===== src/rtl/fetch_sequencer_pkg.sv =====
// Shared definitions for the fetch sequencer and the PC increment register.
// Holds the PC command encoding (also decoded by the PC register) and the fetch state encoding.
// No logic; types and constants only.
package fetch_sequencer_pkg;

  // PC register commands; the sibling PC register decodes the same values
  localparam logic [1:0] PC_HOLD  = 2'b00;
  localparam logic [1:0] PC_LOAD  = 2'b01;
  localparam logic [1:0] PC_INCR  = 2'b10;
  localparam logic [1:0] PC_CLEAR = 2'b11;

  typedef enum logic [1:0] {
    ST_INIT    = 2'b00,
    ST_FETCH   = 2'b01,
    ST_FLUSH   = 2'b10,
    ST_DELIVER = 2'b11
  } fetch_state_e;

endpackage


===== src/rtl/fetch_sequencer.sv =====
// Instruction fetch sequencer: drives the PC register, issues reads at the PC, hands words to the decoder.
// Latency: ir_valid rises at the edge where mem_ack is sampled (1 cycle minimum after entering FETCH).
// Backpressure: holds the instruction in DELIVER until ir_ready; mem_req is held until mem_ack.
module fetch_sequencer
  import fetch_sequencer_pkg::*;
#(
  parameter int N = 8,
  parameter int W = 16
) (
  input  logic         clk,
  input  logic         clr,
  input  logic [N-1:0] pc,
  output logic [1:0]   pc_ctrl,
  output logic [N-1:0] pc_load,
  output logic         mem_req,
  output logic [N-1:0] mem_addr,
  input  logic         mem_ack,
  input  logic [W-1:0] mem_rdata,
  output logic         ir_valid,
  output logic [W-1:0] ir,
  output logic [N-1:0] ir_pc,
  input  logic         ir_ready,
  input  logic         redirect,
  input  logic [N-1:0] redirect_addr
);

  fetch_state_e state_q;
  logic [N-1:0] addr_q;     // address of the request currently on the bus
  logic [W-1:0] ir_q;
  logic [N-1:0] ir_pc_q;
  logic         ir_valid_q;

  assign pc_load  = redirect_addr;
  assign ir       = ir_q;
  assign ir_pc    = ir_pc_q;
  assign ir_valid = ir_valid_q;

  // PC command and memory request decode from current state and inputs
  always_comb begin
    pc_ctrl  = PC_HOLD;
    mem_req  = 1'b0;
    mem_addr = addr_q;
    case (state_q)
      ST_INIT: begin
        pc_ctrl = redirect ? PC_LOAD : PC_CLEAR;
      end
      ST_FETCH: begin
        mem_req  = 1'b1;
        mem_addr = pc;
        if (redirect) pc_ctrl = PC_LOAD;
      end
      ST_FLUSH: begin
        // wrong-path request stays on the bus at its original address until acked;
        // a further redirect simply reloads the PC so the latest target wins
        mem_req  = 1'b1;
        mem_addr = addr_q;
        if (redirect) pc_ctrl = PC_LOAD;
      end
      ST_DELIVER: begin
        if (redirect)      pc_ctrl = PC_LOAD;
        else if (ir_ready) pc_ctrl = PC_INCR;
      end
      default: begin
        pc_ctrl = PC_CLEAR;
      end
    endcase
  end

  // State transitions and instruction register capture
  always_ff @(posedge clk or posedge clr) begin
    if (clr) begin
      state_q    <= ST_INIT;
      addr_q     <= '0;
      ir_q       <= '0;
      ir_pc_q    <= '0;
      ir_valid_q <= 1'b0;
    end else begin
      case (state_q)
        ST_INIT: begin
          state_q <= ST_FETCH;
        end
        ST_FETCH: begin
          addr_q <= pc;
          if (mem_ack && !redirect) begin
            ir_q       <= mem_rdata;
            ir_pc_q    <= pc;
            ir_valid_q <= 1'b1;
            state_q    <= ST_DELIVER;
          end else if (mem_ack) begin
            // response belongs to the old path; refetch at the new PC next cycle
            state_q <= ST_FETCH;
          end else if (redirect) begin
            state_q <= ST_FLUSH;
          end
        end
        ST_FLUSH: begin
          if (mem_ack) state_q <= ST_FETCH;
        end
        ST_DELIVER: begin
          // redirect drops the instruction even when the decoder is ready
          if (redirect || ir_ready) begin
            ir_valid_q <= 1'b0;
            state_q    <= ST_FETCH;
          end
        end
        default: begin
          state_q <= ST_INIT;
        end
      endcase
    end
  end

endmodule


===== config.mk =====
export PLATFORM = sky130hd
export DESIGN_NAME = fetch_sequencer
export DESIGN_NICKNAME = d
export VERILOG_FILES = /design/src/rtl/fetch_sequencer_pkg.sv /design/src/rtl/fetch_sequencer.sv
export SDC_FILE = /design/constraint.sdc
export NUM_CORES = 1
export LEC_CHECK = 0
export CORE_MARGIN = 2
export CORE_UTILIZATION = 39
export DETAILED_ROUTE_END_ITERATION = 7
export GPL_TIMING_DRIVEN = 0
export PLACE_DENSITY = 0.83
export SLEW_MARGIN = 0
export SYNTH_ARGS = -nofsm -noshare
export SYNTH_HDL_FRONTEND = slang
export SYNTH_SLANG_ARGS = --single-unit

===== constraint.sdc =====
create_clock -name clk -period 2.6 [get_ports clk]
set_clock_uncertainty 0.1 [all_clocks]
set_input_delay 0.65 -clock clk [delete_from_list [all_inputs] [get_ports clk]]
set_output_delay 0.65 -clock clk [all_outputs]
set_load 0.03 [all_outputs]

==> results.sh <==
export IMPL_cts_reportedPaths_clkPinSlew_ns=0.06
export IMPL_rows=23
export IMPL_fin_cells=241
export IMPL_fmax_mhz=395
export IMPL_detail_route_drc_violations=0
export IMPL_clock_sinks=35
export IMPL_stdcell_area_um2=2460
export IMPL_critPathKind="flip-flop to primary output"
export IMPL_multi_input_comb_area_um2=608
export IMPL_seqCellArea_um2=876
export IMPL_path_max_fanout=5
export IMPL_startpoint="state_q[0]"
export IMPL_avgSynthCellArea_um2=14.7
export IMPL_grt_pass1_vias=1153
export IMPL_total_power_mw=3.27
export IMPL_power_density_nw_per_um2=1330
export IMPL_drv_cap=0
export IMPL_via_count=1104
export IMPL_grtUsageTotal=0.157
export IMPL_dp_hpwl_um=2640
export IMPL_dieArea_um2=4620
export IMPL_start_kind="flip-flop"
export IMPL_reg2reg_depth=7
export IMPL_grt_pass1_wl_um=5380
export IMPL_fin_util=0.619
export IMPL_wl_um=3460
export IMPL_period_needed_ns=2.53
export IMPL_final_hold_violation_count=0
export IMPL_layout_common_cells="clkdlybuf4s50_1 (62), dfrtp_1 (35), mux2_4 (19)"
export IMPL_antenna_found_initial=0
export IMPL_htree_levels=2
export IMPL_p_leak_nw=1.15
export IMPL_drtPass1Iterations=4
export IMPL_layout_drive_gt1_share=0.335
export IMPL_slew_headroom=0.529
export IMPL_tns_ns=0
export IMPL_clock_latency_ns=0.27
export IMPL_rsz0062_at_grt="false"
export IMPL_syn_instance_count=109
export IMPL_cts_tree="built"
export IMPL_place_area_um2=2380
export IMPL_synth_top_area_share=0.548
export IMPL_crit_arrival_ns=1.78
export IMPL_areaGrowthSynthToFinish_pct=54.0
export IMPL_ir_drop_v=0.000737
export IMPL_ant_nets=0
export IMPL_cts_buffers_inserted=5
export IMPL_cts_hold_buf=0
export IMPL_yosysUniqueCellTypes=21
export IMPL_hold_class="flip-flop to flip-flop"
export IMPL_grt_max_degree=36
export IMPL_reg2reg_from="state_q[1]"
export IMPL_via_per_inst=4.58
export IMPL_rrSetupSlack_ns=0.74
export IMPL_finalCritPeriodShare=0.974
export IMPL_chipHeight_um=68.0
export IMPL_fillers=307
export IMPL_diodes=0
export IMPL_synth_fp_nets=150
export IMPL_nNetsFinal=231
export IMPL_slew_violations=0
export IMPL_min_delay_worst_endpoint="addr_q[5]"
export IMPL_grt_ovfl_total=0
export IMPL_synth_top_cell_by_area="dfrtp_1"
export IMPL_io_buffers=72
export IMPL_die_w_um=68.0
export IMPL_synthesis_area_um2=1600
export IMPL_setup_viol=0
export IMPL_fin_hold_ws_ns=0.396
export IMPL_coreArea_um2=3970
export IMPL_synth_seq_cells=35
export IMPL_required_ns=1.85
export IMPL_end_kind="primary output"
export IMPL_setup_ws_ns=0.0664
export IMPL_initial_utilization=0.402
export IMPL_yosys_warnings=0
export IMPL_pin_count=81
export IMPL_yosys_top_cells_area="dfrtp_1 (55%), mux2_4 (18%), mux2_2 (9.2%)"
export IMPL_ys_seq_area_frac=0.548
export IMPL_cts_path_max_buffers=2
export IMPL_globalplace_congestion=0.754
export IMPL_min_path_cells=1
export IMPL_status="finished clean"
export IMPL_cts_root_buf="clkbuf_8"
export IMPL_dpl_worst_slack_ns=-0.343
export IMPL_post_drt_wl_per_cell_um=14.4
export IMPL_min_from="addr_q[5]"
export IMPL_placed_cells=231
export IMPL_drt_initial_drc_count=64
export IMPL_layout_commonest_cell="clkdlybuf4s50_1"
export IMPL_tightest_slew_ns=0.705
export IMPL_r2r_end="ir[12]"
==> sequential cells by signal, indices dropped and copies added (netlist names) <==
register,count
addr_q,8
ir,16
ir_pc,8
ir_valid,1
state_q,2
==> critical path, cell delays in order, from the launching register on <==
cell and delay (ns):
dfrtp_1 0.42, inv_1 0.10, ha_1 0.32, clkdlybuf4s50_1 0.67
==> how the worst max path moves through the flow <==
stage	depth (start not counted)	slack, ns	endpoint
floorplan	4	0.41	mem_addr[0]
global placement	5	-0.30	mem_addr[5]
detailed placement	5	-0.34	mem_addr[5]
CTS	5	0.01	mem_addr[5]
global route	3	0.01	mem_req
finish	3	0.07	mem_req
==> final cells by class <==
class                      instances  share of cell area
buffer                            12              0.0427
timing repair buffer              74               0.280
clock buffer                       8              0.0407
inverter                           5             0.00763
sequential                        35               0.356
tap                               50              0.0254
multi-input combinational         57               0.247
==> Yosys cell counts (all sizes together) <==
cell and instances:
a21o 1, a21oi 3, a2bb2oi 1, buf 12, dfrtp 35, ha 4
inv 5, mux2 32, nand2 2, nand2b 1, nand3b 1, nor2 2
nor2b 3, o211ai 1, o21ai 3, o21bai 1, o2bb2ai 1, or2 1
==> kinds of logic after synthesis <==
logic type / count (synthesis) / share of synthesized area
fa+ha+maj: 4 / 0.0313
compound gates: 11 / 0.0439
simple gates: 10 / 0.0337
mux: 32 / 0.270
buf+inv: 17 / 0.0728
flops: 35 / 0.548
==> what timing repair did <==
action | CTS | global route
hold endpoints to repair | 0 | 0
setup endpoints to repair | 10 | 9
gates resized for setup | 31 | 17
buffers inserted | 0 | 2
==> power breakdown <==
part / internal [mW] / switching (mW) / total, mW
clock network: 0.242 / 0.172 / 0.413
registers: 0.819 / 0.148 / 0.967
logic: 0.896 / 0.992 / 1.89
total: 1.96 / 1.31 / 3.27
==> layer usage <==
layer	global-route usage	wire length [µm]
met1	0.185	1350
met2	0.267	1870
met3	0.0592	216
met4	0.0475	25
met5	0	0
Note: power is estimated with default switching activity, not from simulation.
